<file path="src/rtl/inst_cache_if.sv">
// Request/response bus shared by the core-side fetch port and the ROM-side refill port.
// master issues ren/addr; slave returns data and a stall flag.
interface inst_cache_if #(
  parameter int ADDR_WIDTH = 32
);
  logic                  ren;
  logic [ADDR_WIDTH-1:0] addr;
  logic [31:0]           data;
  logic                  stall;

  modport master (output ren, addr, input data, stall);
  modport slave  (input ren, addr, output data, stall);
endinterface

</file>
<file path="src/rtl/inst_cache.sv">
// Direct-mapped read-only instruction cache: same-cycle hits, whole-line refill
// from a multi-cycle ROM one word per transaction with a one-cycle gap between words.
module inst_cache #(
  parameter int ADDR_WIDTH  = 32,
  parameter int INDEX_WIDTH = 4,
  parameter int WORD_WIDTH  = 2
) (
  input  logic          clk,
  input  logic          rst,
  input  logic          flush,
  inst_cache_if.slave   cpu,
  inst_cache_if.master  mem
);
  localparam int TAG_WIDTH = ADDR_WIDTH - INDEX_WIDTH - WORD_WIDTH - 2;
  localparam int LINES     = 1 << INDEX_WIDTH;
  localparam int WORDS     = 1 << WORD_WIDTH;

  typedef enum logic [1:0] {IDLE, REQ, GAP} state_t;

  state_t                  state;
  logic [WORD_WIDTH-1:0]   wcnt;
  logic [TAG_WIDTH-1:0]    miss_tag;
  logic [INDEX_WIDTH-1:0]  miss_index;
  logic                    mem_ren_r;
  logic [ADDR_WIDTH-1:0]   mem_addr_r;

  logic [LINES-1:0]        valid;
  logic [TAG_WIDTH-1:0]    tag_arr  [LINES];
  logic [31:0]             data_arr [LINES][WORDS];

  logic [TAG_WIDTH-1:0]    tag;
  logic [INDEX_WIDTH-1:0]  index;
  logic [WORD_WIDTH-1:0]   word;
  logic                    hit;
  logic                    fill_word;
  logic                    fill_last;
  logic                    unused_offset;

  assign word          = cpu.addr[WORD_WIDTH+1:2];
  assign index         = cpu.addr[WORD_WIDTH+2 +: INDEX_WIDTH];
  assign tag           = cpu.addr[ADDR_WIDTH-1 -: TAG_WIDTH];
  assign unused_offset = ^cpu.addr[1:0];

  // Hits are only served from IDLE so a line under refill never returns stale words.
  assign hit = cpu.ren && valid[index] && (tag_arr[index] == tag) && (state == IDLE);

  assign cpu.data  = hit ? data_arr[index][word] : 32'h0;
  assign cpu.stall = cpu.ren && !hit;

  assign mem.ren  = mem_ren_r;
  assign mem.addr = mem_addr_r;

  assign fill_word = (state == REQ) && !mem.stall && !flush;
  assign fill_last = fill_word && (&wcnt);

  // Refill sequencer; flush wins over every state and never lets a partial line go valid.
  always_ff @(posedge clk or posedge rst) begin
    if (rst) begin
      state      <= IDLE;
      wcnt       <= '0;
      valid      <= '0;
      miss_tag   <= '0;
      miss_index <= '0;
      mem_ren_r  <= 1'b0;
      mem_addr_r <= '0;
    end else if (flush) begin
      state      <= IDLE;
      wcnt       <= '0;
      valid      <= '0;
      mem_ren_r  <= 1'b0;
      mem_addr_r <= '0;
    end else begin
      case (state)
        IDLE: begin
          if (cpu.ren && !hit) begin
            miss_tag   <= tag;
            miss_index <= index;
            wcnt       <= '0;
            mem_ren_r  <= 1'b1;
            mem_addr_r <= {tag, index, {WORD_WIDTH{1'b0}}, 2'b00};
            state      <= REQ;
          end
        end
        REQ: begin
          if (!mem.stall) begin
            mem_ren_r <= 1'b0;
            if (&wcnt) begin
              valid[miss_index] <= 1'b1;
              wcnt              <= '0;
              mem_addr_r        <= '0;
              state             <= IDLE;
            end else begin
              wcnt  <= wcnt + 1'b1;
              state <= GAP;
            end
          end
        end
        GAP: begin
          // Dropping ren for this cycle lets the ROM restart its latency counter.
          mem_ren_r  <= 1'b1;
          mem_addr_r <= {miss_tag, miss_index, wcnt, 2'b00};
          state      <= REQ;
        end
        default: state <= IDLE;
      endcase
    end
  end

  // Tag and data storage carry no reset; valid bits alone decide whether a line is usable.
  always_ff @(posedge clk) begin
    if (fill_word) begin
      data_arr[miss_index][wcnt] <= mem.data;
    end
    if (fill_last) begin
      tag_arr[miss_index] <= miss_tag;
    end
  end
endmodule

</file>
<file path="src/flat_wrapper.sv">
// flat-port wrapper written by rule: the top's interface ports become plain ports
module inst_cache_flat 
#(
  parameter int ADDR_WIDTH  = 32,
  parameter int INDEX_WIDTH = 4,
  parameter int WORD_WIDTH  = 2
)
  (clk, rst, flush, cpu_ren, cpu_addr, cpu_data, cpu_stall, mem_ren, mem_addr, mem_data, mem_stall);
  inst_cache_if #(.ADDR_WIDTH(ADDR_WIDTH)) cpu_i ();
  inst_cache_if #(.ADDR_WIDTH(ADDR_WIDTH)) mem_i ();
  input  logic clk;
  input  logic rst;
  input  logic flush;
  input wire logic [$bits(cpu_i.ren)-1:0] cpu_ren;
  input wire logic [$bits(cpu_i.addr)-1:0] cpu_addr;
  output wire logic [$bits(cpu_i.data)-1:0] cpu_data;
  output wire logic [$bits(cpu_i.stall)-1:0] cpu_stall;
  output wire logic [$bits(mem_i.ren)-1:0] mem_ren;
  output wire logic [$bits(mem_i.addr)-1:0] mem_addr;
  input wire logic [$bits(mem_i.data)-1:0] mem_data;
  input wire logic [$bits(mem_i.stall)-1:0] mem_stall;
  assign cpu_i.ren = cpu_ren;
  assign cpu_i.addr = cpu_addr;
  assign cpu_data = cpu_i.data;
  assign cpu_stall = cpu_i.stall;
  assign mem_ren = mem_i.ren;
  assign mem_addr = mem_i.addr;
  assign mem_i.data = mem_data;
  assign mem_i.stall = mem_stall;
  inst_cache #(.ADDR_WIDTH(ADDR_WIDTH), .INDEX_WIDTH(INDEX_WIDTH), .WORD_WIDTH(WORD_WIDTH)) u_core (.clk(clk), .rst(rst), .flush(flush), .cpu(cpu_i), .mem(mem_i));
endmodule
</file>
<file path="config.mk">
export PLATFORM = sky130hd
export DESIGN_NAME = inst_cache_flat
export DESIGN_NICKNAME = d
export VERILOG_FILES = /design/src/rtl/inst_cache_if.sv /design/src/rtl/inst_cache.sv /design/src/flat_wrapper.sv
export SDC_FILE = /design/constraint.sdc
export NUM_CORES = 2
export LEC_CHECK = 0
export CAP_MARGIN = 25
export CORE_MARGIN = 10
export CORE_UTILIZATION = 40
export CTS_CLUSTER_DIAMETER = 50
export DETAILED_ROUTE_END_ITERATION = 8
export PLACE_DENSITY_LB_ADDON = 0.1
export SLEW_MARGIN = 15
export SYNTH_ARGS = -nofsm -noshare
export SYNTH_HDL_FRONTEND = slang
export SYNTH_SLANG_ARGS = --single-unit
</file>
<file path="constraint.sdc">
create_clock -name clk -period 12.04 [get_ports clk]
set_input_delay 3.612 -clock clk [delete_from_list [all_inputs] [get_ports clk]]
set_output_delay 3.612 -clock clk [all_outputs]
set_load 0.02 [all_outputs]
</file>
# Yosys cells after proc, flatten, opt, wreduce, memory -nomap -nowiden
# Memories as Yosys holds them, arrays and structs flattened.
# Index checks and enable logic that the tools add are counted.
# totals
output_inout_bits	66
mem_count	2
ff_bits	81
ramBits	2432
# mem_list
name	depth	word_bits	read_ports	rd_ports_with_merged_regs	write_ports	line_no	text
u_core.data_arr	16	128	1	0	1	inst_cache.sv:29	logic [31:0] data_arr [LINES][WORDS];
u_core.tag_arr	16	24	1	0	1	inst_cache.sv:28	logic [TAG_WIDTH-1:0] tag_arr [LINES];
# op_classes
eq_ne	7
addsub	1
order_cmp	6
bitwise_logic	4
reduce_logical	24
muxes	37
# ops
operator	count
$mux W32	8
$mux W128	1
$pmux W32 S3	1
$bmux W32 S2	1
$demux W32 S2	1
$mux W16	4
$eq A24 B24 Y1	1
$mux W2	8
$or A16 B16 Y16	1
$reduce_and A3 Y1	4
$lt A4 B5 Y1 const B	2
$logic_and A1 B1 Y1	9
$ne A3 B3 Y1 const B	3
$mux W1	8
$ge A3 B3 Y1 const B	2
$not A2 Y3	2
$pmux W2 S3	1
$bmux W1 S4	1
$demux W1 S4	1
$ge A4 B1 Y1 const B	1
$pmux W2 S2	1
$reduce_and A2 Y1	2
$reduce_and A4 Y1	1
$reduce_bool A2 Y1	2
11 further kinds	13

# Logic depth before layout (Yosys ltp)
# logic_depth
word_depth	10
depth_mapped	15
mapped_depth_nobuf	10

# Worst setup path before layout
# Ideal clock, no wire load.
# synth_path
path_kind	input-to-output
startpoint	input port cpu_addr[4]
endpoint	output port cpu_data[0]
stages	11
arrival_ns	6.876
n_path_buf	7
setup_slack_ns	1.552
required_ns	8.428
path_cell_list	buf_6 > buf_6 > buf_4 > buf_4 > buf_4 > clkbuf_1 > buf_1 > mux4_2 > mux4_2 > mux4_2 > nor2b_1
# synth_via
elab_chain_len	6
# synth_rtl
item	line_no	text
start, declared	flat_wrapper.sv:15	input wire logic [$bits(cpu_i.addr)-1:0] cpu_addr;
parallel branches: the longest is 5 deep, another holds $mem_v2 Z16 W24	-	
$mux W32 *	inst_cache.sv:47	assign cpu.data = hit ? data_arr[index][word] : 32'h0;
end, declared	flat_wrapper.sv:16	output wire logic [$bits(cpu_i.data)-1:0] cpu_data;
# Every way passes the cells marked *. The select of a mux whose other input is x is not followed.

# Worst setup path after layout
# layout_path
startpoint	input port cpu_addr[4]
endpoint	output port cpu_data[8]
# The elaborated chain is that of the path after synthesis.

==> results.yml <==
floorplanning:
  num_rows: 180
  die_w_um: 513
  coreArea_um2: 241000
  design.die.area_um2: 263000
  initial_utilization: 0.403
  ioPinCount: 135
  fp.dieH_um: 513
detailed_routing:
  ant_nets: 1
  drc: 0
  via_per_inst: 5.75
  vias: 45400
  routed_wirelength_um: 267000
  drt_iter0_drc: 4245
  drt-wirelength-per-cell_um: 33.8
  drtPass1Iterations: 5
critical_path:
  start_kind: "input pin"
  cpMostUsedCell: "buf_4"
  critPathLaunch: "cpu_addr[4]"
  setup.worst_path.end_class: "output port"
  rrSetupSlack_ns: 7.94
  required_ns: 8.43
  max_stage_delay_ns: 0.63
  cp_slowest_cell: "clkdlybuf4s50_1"
  cp_top_family: "buffers and inverters"
  worst-setup-path-type: "in2out"
  timing.rr.start: "u_core.state[1]"
  cp_num_buf_inv: 4
  crit_path_max_fanout: 46
  worst-r2r-cell-count: 7
  crit_chain: "buf_8 -> buf_4 -> mux4_2 -> mux2i_1 -> xnor2_1 -> a211oi_1 -> o21ai_0 -> nor4b_1 -> nand3_2 -> buf_4 -> nor2b_1 -> clkdlybuf4s50_1"
  cp_data_arrival_time_ns: 7.92
  reg2reg_to: "u_core.data_arr[14][29]"
sta:
  tightest_slew_ns: 1.03
  slew_headroom: 0.309
  finalSetupViolations: 0
  fin_crit_sh: 0.958
  skew_ns: 0.0622
  final.min_clock_period_ns: 11.53
  maxSlewViolCount: 0
  finalHoldViolCount: 0
  final.setup.worst_slack_ns: 0.511
  setup_tns_ns: 0
  rsz0062_at_grt: "false"
  fmax_mhz: 86.7
finish:
  drive_above_1_share: 0.326
  area_growth_pct: 16.6
  layout_commonest_cell: "edfxtp_1"
  nets: 4561
  final_cell_mix: "2,432 x edfxtp_1, 752 x mux4_2, 320 x clkbuf_16"
global_route:
  antenna_found_initial: 21
  first_global_vias: 47200
  gr-total-overflow: 0
  grt_start_max_net_pins: 117
  grt_usage: 0.200
  grt_pass1_wl_um: 375000
clocking:
  h-tree-depth: 5
  cts_resized: 0
  cts_sinks: 2511
  cts_buffers: 312
  cts_max_path_buffers: 4
  cts_root_buf: "clkbuf_16"
  cts_tree: "built"
  path_clk_slew_ns: 0.06
  clock_latency_ns: 0.95
  postCtsHoldBufs: 0
  postCtsSetupRepairBufs: 0
placement:
  gp_congestion: 0.760
  io_buffers: 130
  dp_hpwl_um: 139000
  pre_cts_ws_ns: 0.526
synthesis:
  syn_area_um2: 97100
  yosys_most_used_dff: "edfxtp_1"
  syn-instance-count: 4111
  yosysWarnings: 0
  yosysSeqAreaShare: 0.772
  synth_edf_count: 2432
  netlist-cell-type-count: 70
  ys_seq_elements: 2511
  async_reset_ff_frac: 0.0315
  syn_avg_cell_area_um2: 23.6
min_path:
  whs_path_depth: 1
  hold_path.class: "reg2reg"
  holdPathEnd: "u_core.valid[2]"
  min_from: "u_core.valid[2]"
power:
  vdd_drop_max_uv: 130
  p_leak_nw: 35.6
  power_density_nw_per_um2: 182
status:
  violations: "antenna rules"
  status: "finished with violations"
run:
  cap_violations: 0
-- synth_stat cells, types with 13 or more instances --
library cell | instances | area (um2)
a211oi_1 | 13 | 97.6
nand3_1 | 44 | 220
o211ai_1 | 21 | 158
o21ai_0 | 14 | 70.1
xnor2_1 | 13 | 114
buf_2 | 55 | 275
buf_4 | 18 | 135
buf_1 | 40 | 150
mux2_2 | 33 | 372
nor2_1 | 80 | 300
and3_1 | 15 | 93.8
mux2i_1 | 65 | 651
edfxtp_1 | 2432 | 73000
dfrtp_1 | 79 | 1980
nand2_1 | 52 | 195
a21oi_1 | 34 | 170
mux4_2 | 752 | 16900
nor2b_1 | 53 | 332
nand2b_1 | 20 | 125
clkbuf_1 | 114 | 428
a21o_1 | 16 | 120
-- per-layer routing --
| metal | vias to the layer above | routed length [um] | track usage |
|---|---|---|---|
| li1 | 18400 | - | - |
| met1 | 25300 | 120000 | 0.291 |
| met2 | 1339 | 127000 | 0.318 |
| met3 | 345 | 14400 | 0.0337 |
| met4 | 6 | 5000 | 0.0421 |
| met5 | - | 49 | 0 |
-- worst reg2reg max path: cells and delay by family (launching register included) --
family,cells,cell delay (ns)
buffers and inverters,3,1.26
flip-flops,1,0.42
adder cells (fa/ha/maj),1,0.30
AND/OR/NAND/NOR,3,1.66
-- registers in the layout, summed over array words and instances, names as in the netlist --
| signal | count |
|---|---|
| u_core.data_arr | 2048 |
| u_core.miss_tag | 24 |
| u_core.valid | 16 |
| u_core.miss_index | 4 |
| u_core.wcnt | 2 |
| u_core.mem.ren | 1 |
| u_core.state | 2 |
| u_core.tag_arr | 384 |
| u_core.mem.addr | 30 |
-- logic make-up after synthesis --
| group | synth area share |
|---|---|
| xor gates and xnor gates | 0.00216 |
| muxes | 0.185 |
| other | 0.0000386 |
| adders and majority gates | 0.00103 |
| buffers and inverters | 0.0112 |
| AOI/OAI and AO/OA | 0.0120 |
| DFF | 0.772 |
| and+or+nand+nor | 0.0165 |
-- report_power, final --
part | switching (mW) | leakage (nW) | total, mW | internal, mW
clock | 3.57 | 4.80 | 8.97 | 5.40
sequential | 0.258 | 22.9 | 10.2 | 9.90
combinational | 0.918 | 7.97 | 1.50 | 0.583
-- how the worst max path moves through the flow --
stage                              end  slack (ns)  cells after the start
after floorplan            cpu_data[0]        1.55                     11
after global placement    cpu_data[25]        0.43                     11
after detailed placement   cpu_data[8]        0.53                     12
after CTS                  cpu_data[8]        0.53                     12
after global routing       cpu_data[8]        0.39                     12
final                      cpu_data[8]        0.51                     12
-- area by class of cell --
type | count | area (um2)
fill | 19800 | 128000
sequential | 2511 | 75000
multi-input combinational | 1355 | 21600
clock buffer | 375 | 8250
tap | 3185 | 3990
timing repair buffer | 289 | 2790
clock inverter | 164 | 1560
inverter | 15 | 66.3
antenna | 8 | 20.0
-- metrics by stage --
stage                     instance area, um2  cells   util  total power [mW]  hold slack (ns)
after global routing                  113000   7895  0.469              21.3            0.484
after global placement                103000   7335  0.427              11.8            0.455
after CTS                             113000   7880  0.468              20.8            0.477
after floorplan                        97100   4112      -              11.1            0.444
final                                 113000   7902  0.470              20.6            0.473
after detailed placement              103000   7341  0.427              11.8            0.463
No activity file was read; power rests on OpenSTA's default activity.
